==> src/rtl/hex_display_pkg.sv <==
// Shared constants for the DE1-SoC seven-segment display responder:
// register offsets, CTRL field layout and the active-low segment table.
package hex_display_pkg;

    localparam logic [1:0] REG_VALUE = 2'd0;
    localparam logic [1:0] REG_CTRL  = 2'd1;
    localparam logic [1:0] REG_RAW0  = 2'd2;
    localparam logic [1:0] REG_RAW1  = 2'd3;

    localparam int unsigned CTRL_EN_LSB    = 0;
    localparam int unsigned CTRL_BLINK_LSB = 8;
    localparam int unsigned CTRL_RAW_BIT   = 16;
    localparam int unsigned NUM_DIGITS     = 6;

    localparam logic [6:0] SEG_OFF = 7'h7F;

    // Index = nibble value; bit 6 = g, bit 0 = a, active-low.
    localparam logic [6:0] SEG_TABLE [16] = '{
        7'h40, 7'h79, 7'h24, 7'h30, 7'h19, 7'h12, 7'h02, 7'h78,
        7'h00, 7'h10, 7'h08, 7'h03, 7'h46, 7'h21, 7'h06, 7'h0E
    };

    typedef struct packed {
        logic       raw;
        logic [5:0] blink;
        logic [5:0] en;
    } ctrl_t;

    localparam ctrl_t CTRL_RESET = '{raw: 1'b0, blink: 6'h00, en: 6'h3F};

    function automatic logic [31:0] ctrl_to_word(input ctrl_t c);
        logic [31:0] w;
        w = '0;
        w[CTRL_EN_LSB +: 6]    = c.en;
        w[CTRL_BLINK_LSB +: 6] = c.blink;
        w[CTRL_RAW_BIT]        = c.raw;
        return w;
    endfunction

    function automatic ctrl_t word_to_ctrl(input logic [31:0] w);
        ctrl_t c;
        c.en    = w[CTRL_EN_LSB +: 6];
        c.blink = w[CTRL_BLINK_LSB +: 6];
        c.raw   = w[CTRL_RAW_BIT];
        return c;
    endfunction

endpackage

==> src/rtl/hex_display_slave_if.sv <==
// Avalon-MM slave bus bundle for the seven-segment display responder.
interface hex_display_slave_if;
    logic [1:0]  address;
    logic        chipselect;
    logic        write;
    logic [31:0] writedata;
    logic        read;
    logic [31:0] readdata;

    modport master (
        output address, chipselect, write, writedata, read,
        input  readdata
    );

    modport slave (
        input  address, chipselect, write, writedata, read,
        output readdata
    );
endinterface

==> src/rtl/hex_to_seg7.sv <==
// Combinational nibble to active-low seven-segment decoder.
module hex_to_seg7
    import hex_display_pkg::*;
(
    input  logic [3:0] nibble,
    output logic [6:0] seg
);
    assign seg = SEG_TABLE[nibble];
endmodule

==> src/rtl/hex_display_slave.sv <==
// Avalon-MM responder driving six active-low seven-segment displays with
// per-digit enable, blink and raw-segment override; outputs are registered.
module hex_display_slave
    import hex_display_pkg::*;
#(
    parameter int unsigned BLINK_DIV = 25_000_000
) (
    input  logic               clk_clk,
    input  logic               reset_reset_n,
    hex_display_slave_if.slave avs,
    output logic [6:0]         hex0,
    output logic [6:0]         hex1,
    output logic [6:0]         hex2,
    output logic [6:0]         hex3,
    output logic [6:0]         hex4,
    output logic [6:0]         hex5
);
    localparam int unsigned CNT_W = 26;
    localparam logic [CNT_W-1:0] CNT_LAST = CNT_W'(BLINK_DIV - 1);

    logic [23:0]      value_q;
    ctrl_t            ctrl_q;
    logic [27:0]      raw0_q;
    logic [13:0]      raw1_q;
    logic [31:0]      readdata_q;
    logic [31:0]      rd_word;
    logic [CNT_W-1:0] cnt_q;
    logic             hidden_q;
    logic             wr_en;
    logic             rd_en;
    logic [41:0]      raw_all;
    logic [6:0]       dec_seg [NUM_DIGITS];
    logic [6:0]       sel_seg [NUM_DIGITS];
    logic [6:0]       hex_q   [NUM_DIGITS];

    assign wr_en = avs.chipselect & avs.write;
    assign rd_en = avs.chipselect & avs.read;

    always_ff @(posedge clk_clk or negedge reset_reset_n) begin
        if (!reset_reset_n) begin
            value_q <= '0;
            ctrl_q  <= CTRL_RESET;
            raw0_q  <= '0;
            raw1_q  <= '0;
        end else if (wr_en) begin
            unique case (avs.address)
                REG_VALUE: value_q <= avs.writedata[23:0];
                REG_CTRL:  ctrl_q  <= word_to_ctrl(avs.writedata);
                REG_RAW0:  raw0_q  <= avs.writedata[27:0];
                REG_RAW1:  raw1_q  <= avs.writedata[13:0];
            endcase
        end
    end

    // Mux reads the registers before this cycle's write lands.
    always_comb begin
        rd_word = '0;
        unique case (avs.address)
            REG_VALUE: rd_word = {8'h00, value_q};
            REG_CTRL:  rd_word = ctrl_to_word(ctrl_q);
            REG_RAW0:  rd_word = {4'h0, raw0_q};
            REG_RAW1:  rd_word = {18'h0, raw1_q};
        endcase
    end

    always_ff @(posedge clk_clk or negedge reset_reset_n) begin
        if (!reset_reset_n) begin
            readdata_q <= '0;
        end else if (rd_en) begin
            readdata_q <= rd_word;
        end
    end

    assign avs.readdata = readdata_q;

    always_ff @(posedge clk_clk or negedge reset_reset_n) begin
        if (!reset_reset_n) begin
            cnt_q    <= '0;
            hidden_q <= 1'b0;
        end else if (cnt_q == CNT_LAST) begin
            cnt_q    <= '0;
            hidden_q <= ~hidden_q;
        end else begin
            cnt_q <= cnt_q + 1'b1;
        end
    end

    assign raw_all = {raw1_q, raw0_q};

    for (genvar i = 0; i < NUM_DIGITS; i++) begin : g_digit
        hex_to_seg7 u_dec (
            .nibble (value_q[4*i +: 4]),
            .seg    (dec_seg[i])
        );
    end

    always_comb begin
        for (int i = 0; i < NUM_DIGITS; i++) begin
            sel_seg[i] = dec_seg[i];
            if (!ctrl_q.en[i]) begin
                sel_seg[i] = SEG_OFF;
            end else if (ctrl_q.blink[i] && hidden_q) begin
                sel_seg[i] = SEG_OFF;
            end else if (ctrl_q.raw) begin
                sel_seg[i] = raw_all[7*i +: 7];
            end
        end
    end

    always_ff @(posedge clk_clk or negedge reset_reset_n) begin
        if (!reset_reset_n) begin
            for (int i = 0; i < NUM_DIGITS; i++) hex_q[i] <= SEG_OFF;
        end else begin
            for (int i = 0; i < NUM_DIGITS; i++) hex_q[i] <= sel_seg[i];
        end
    end

    assign hex0 = hex_q[0];
    assign hex1 = hex_q[1];
    assign hex2 = hex_q[2];
    assign hex3 = hex_q[3];
    assign hex4 = hex_q[4];
    assign hex5 = hex_q[5];

endmodule
==> src/flat_wrapper.sv <==
// flat-port wrapper written by rule: the top's interface ports become plain ports
module hex_display_slave_flat import hex_display_pkg::*;
#(
    parameter int unsigned BLINK_DIV = 25_000_000
)
  (clk_clk, reset_reset_n, hex0, hex1, hex2, hex3, hex4, hex5, avs_address, avs_chipselect, avs_write, avs_writedata, avs_read, avs_readdata);
  hex_display_slave_if avs_i ();
  input  logic clk_clk;
  input  logic reset_reset_n;
  output logic [6:0] hex0;
  output logic [6:0] hex1;
  output logic [6:0] hex2;
  output logic [6:0] hex3;
  output logic [6:0] hex4;
  output logic [6:0] hex5;
  input wire logic [$bits(avs_i.address)-1:0] avs_address;
  input wire logic [$bits(avs_i.chipselect)-1:0] avs_chipselect;
  input wire logic [$bits(avs_i.write)-1:0] avs_write;
  input wire logic [$bits(avs_i.writedata)-1:0] avs_writedata;
  input wire logic [$bits(avs_i.read)-1:0] avs_read;
  output wire logic [$bits(avs_i.readdata)-1:0] avs_readdata;
  assign avs_i.address = avs_address;
  assign avs_i.chipselect = avs_chipselect;
  assign avs_i.write = avs_write;
  assign avs_i.writedata = avs_writedata;
  assign avs_i.read = avs_read;
  assign avs_readdata = avs_i.readdata;
  hex_display_slave #(.BLINK_DIV(BLINK_DIV)) u_core (.clk_clk(clk_clk), .reset_reset_n(reset_reset_n), .avs(avs_i), .hex0(hex0), .hex1(hex1), .hex2(hex2), .hex3(hex3), .hex4(hex4), .hex5(hex5));
endmodule
==> config.mk <==
export PLATFORM = sky130hd
export DESIGN_NAME = hex_display_slave_flat
export DESIGN_NICKNAME = d
export VERILOG_FILES = /design/src/rtl/hex_display_pkg.sv /design/src/rtl/hex_display_slave_if.sv /design/src/rtl/hex_to_seg7.sv /design/src/rtl/hex_display_slave.sv /design/src/flat_wrapper.sv
export SDC_FILE = /design/constraint.sdc
export NUM_CORES = 1
export LEC_CHECK = 0
export BUFFER_PORTS_ARGS = -buffer_cell sky130_fd_sc_hd__buf_4
export CORE_MARGIN = 8
export CORE_UTILIZATION = 50
export DETAILED_ROUTE_END_ITERATION = 8
export PLACE_DENSITY = 0.77
export SYNTH_ARGS = -nofsm -noshare
export SYNTH_HDL_FRONTEND = slang
export SYNTH_SLANG_ARGS = --single-unit
==> constraint.sdc <==
create_clock -name clk_clk -period 2.65 [get_ports clk_clk]
set_input_delay 0.1325 -clock clk_clk [delete_from_list [all_inputs] [get_ports clk_clk]]
set_output_delay 0.1325 -clock clk_clk [all_outputs]
set_load 0.03 [all_outputs]
==> impl_metrics.env <==
export IMPL_fin_crit_sh_pct=83.7
export IMPL_globalplace_congestion=0.856
export IMPL_p_int_mw=6.09
export IMPL_grtUsageTotal_pct=20.0
export IMPL_grt_pass1_vias=6755
export IMPL_seq_area_um2=4470
export IMPL_setup_tns_ns=0
export IMPL_io_buffers=104
export IMPL_die_area_um2=22700
export IMPL_worst_ir_drop_vdd_mv=0.607
export IMPL_clockPowerShare_pct=27.8
export IMPL_diodes=0
export IMPL_fmax_ghz=0.451
export IMPL_antenna_found_initial=0
export IMPL_ys_warnings_count=0
export IMPL_netlist_instances=800
export IMPL_worstSetupStartpoint="u_core.cnt_q[0]"
export IMPL_dp_hpwl_um=15200
export IMPL_syn_cell_area_um2=9060
export IMPL_wl_um=22100
export IMPL_p_leak_nw=4.87
export IMPL_hold_violations=0
export IMPL_final_area_um2=11000
export IMPL_maxSlewHeadroom_pct=36.1
export IMPL_setup_viol=0
export IMPL_critPathMaxFanout=10
export IMPL_switching_share_pct=35.0
export IMPL_clockBufferDepth=2
export IMPL_max_cap_violations=0
export IMPL_cp_start_kind="flop"
export IMPL_initial_core_util_pct=50.6
export IMPL_ys_seq_elements=176
export IMPL_cts_max_level=4
export IMPL_wl_per_cell_um=19.1
export IMPL_vias_per_cell=5.62
export IMPL_die_h_um=151
export IMPL_ios=113
export IMPL_final_util_pct=61.2
export IMPL_dp_cells=1097
export IMPL_synth_edf_count=0
export IMPL_cts_resized=0
export IMPL_p_per_area_nw_per_um2=855
export IMPL_grt_overflow=0
export IMPL_drtIter0Drc=441
export IMPL_arrival_ns=2.54
export IMPL_grt_max_degree=66
export IMPL_crit_chain="ha_1 -> nand3_2 -> or4_4 -> nor4_4 -> buf_4 -> nor2b_1"
export IMPL_required_ns=2.97
export IMPL_power_switching_mw=3.28
export IMPL_cts_sinks=176
export IMPL_critPathCaptureType="flop"
export IMPL_num_rows=49
export IMPL_fill_cells=1395
export IMPL_status="finished, final reports clean"
export IMPL_die_w_um=151
export IMPL_holdWs_ns=0.243
export IMPL_avgSynthCellArea_um2=11.3
export IMPL_grt_setup_unrepaired="false"
export IMPL_antenna_left=0
export IMPL_place_area_um2=10100
export IMPL_drc=0
export IMPL_synth_ff_type="dfrtp_1"
export IMPL_cts_tree="done"
export IMPL_nNetsFinal=998
export IMPL_multi_input_area_um2=4300
export IMPL_insertion_delay_ns=0.43
export IMPL_ys_types=56
export IMPL_pwr_share_seq_pct=42.7
export IMPL_yosysSeqAreaShare_pct=49.2
export IMPL_report_final_slew_viol_count=0
export IMPL_r2r_start="u_core.cnt_q[0]"
export IMPL_cts_buffers=17
export IMPL_period_minus_slack_ns=2.22
export IMPL_max_stage_delay_ns=0.58
export IMPL_p_comb_share_pct=29.5
export IMPL_grt_pass1_wl_um=35400
export IMPL_worstMarginPinSlew_ns=0.959
export IMPL_slowest_stage="or4_4"
export IMPL_drive_gt1_share_pct=27.2
export IMPL_stdcell_count=1158
export IMPL_async_flop_share_pct=100
export IMPL_drtPass1Iterations=4
export IMPL_syn_to_final_growth_pct=20.9
export IMPL_vias=6504
export IMPL_coreArea_um2=17900
export IMPL_hold_path_class="in2async"
export IMPL_clkSlewWorstSetupHoldPaths_ns=0.07
export IMPL_root_buffer="clkbuf_16"
export IMPL_fin_skew_ns=0.00621
export IMPL_criticalPathCategory="reg2reg"
-- final timing paths --
| kind | depth (start not counted) | endpoint | slack (ns) |
|---|---|---|---|
| min in group clk_clk | 3 | u_core.avs.readdata[20] | 0.28 |
| min | 2 | u_core.avs.readdata[19] | 0.24 |
| max in group asynchronous | 3 | u_core.hex1[3] | 1.61 |
| min reg2reg | 1 | u_core.cnt_q[0] | 0.49 |
| max | 6 | u_core.cnt_q[1] | 0.43 |
| max reg2reg | 6 | u_core.cnt_q[1] | 0.43 |
-- sequential cells by signal, summed over array words and instances (netlist names) --
signal and cells:
u_core.avs.readdata 28, u_core.cnt_q 26, u_core.ctrl_q 13, u_core.hex0 7, u_core.hex1 7, u_core.hex2 7
u_core.hex3 7, u_core.hex4 7, u_core.hex5 7, u_core.hidden_q 1, u_core.raw0_q 28, u_core.raw1_q 14
u_core.value_q 24
-- metrics by stage --
step                      setup slack [ns]  power, mW
after floorplan                      0.691       5.73
after global placement               0.439       6.69
after detailed placement             0.437       6.77
after CTS                            0.431       9.42
after global routing                 0.308       9.84
final                                0.431       9.37
-- worst max-delay path, delay by kind of cell (launching register included) --
family,cells,cell delay [ns]
fa+ha+maj,1,0.23
buf+inv,1,0.28
flops,1,0.40
simple gates,4,1.20
-- power groups by stage --
| stage | logic, mW | clock network, mW | registers [mW] |
|---|---|---|---|
| finish | 2.77 | 2.60 | 4.00 |
| global route | 3.01 | 2.75 | 4.08 |
| CTS | 2.79 | 2.64 | 3.99 |
| detailed placement | 2.74 | 0 | 4.04 |
| global placement | 2.68 | 0 | 4.01 |
| floorplan | 1.39 | 0 | 4.35 |
-- Yosys cell counts (all sizes together) (13+ instances only) --
cell type / number / area, um2
dfrtp: 128 / 3200
nand2: 97 / 367
mux2: 81 / 912
o21ai: 62 / 310
dfstp: 48 / 1260
ha: 43 / 538
mux2i: 35 / 350
clkbuf: 34 / 128
nor2: 26 / 118
a21oi: 22 / 118
inv: 21 / 78.8
o211ai: 20 / 150
buf: 19 / 106
nor2b: 16 / 100
nand3: 15 / 97.6
mux4: 14 / 315
a211oi: 13 / 97.6
-- layout by cell type (no fill, tap or decap), types with 5 or more instances in the layout --
| cell type | instances |
|---|---|
| xor2_1 | 8 |
| a21boi_1 | 6 |
| nand2_1 | 96 |
| dfrtp_1 | 127 |
| xnor2_1 | 10 |
| o21ai_1 | 50 |
| inv_1 | 21 |
| o21ai_0 | 12 |
| nor2b_1 | 16 |
| mux4_2 | 14 |
| a21oi_1 | 20 |
| dfstp_2 | 48 |
| ha_1 | 43 |
| o211ai_1 | 20 |
| clkbuf_16 | 17 |
| a311oi_1 | 5 |
| nand3_1 | 12 |
| dlygate4sd3_1 | 29 |
| nor2_2 | 8 |
| buf_4 | 114 |
| and3_1 | 8 |
| mux2_1 | 61 |
| a211oi_1 | 13 |
| nand2b_1 | 10 |
| nor2_1 | 18 |
| mux2_2 | 20 |
| mux2i_1 | 35 |
| nand4_1 | 9 |
-- per-layer routing --
metal / up-vias / track usage [%] / wire length (um)
met2: 165 / 33.6 / 11000
met5: - / 0 / 0
met4: 0 / 4.80 / 215
met3: 17 / 4.99 / 1270
met1: 3256 / 25.4 / 9580
li1: 3066 / - / -
-- logic make-up after synthesis --
group / share of synthesized area, %
flops: 49.2
simple gates: 12.0
buf+inv: 3.45
xor+xnor: 1.74
mux: 17.4
other cells: 0.0414
compound gates: 10.1
fa+ha+maj: 5.94
-- layout make-up --
class	instances	share of cell area, %
multi-input cells	553	39.2
clock buffers	17	3.88
repair buffers	147	11.1
inverters	21	0.720
flip-flops and latches	176	40.8
clock inverters	15	1.67
well taps	229	2.62
-- timing repair --
item                      in CTS  in global routing
hold buffers                  29                  0
buffers inserted               0                  0
hold endpoints to repair     115                  0
(Power assumes the default switching activity.)
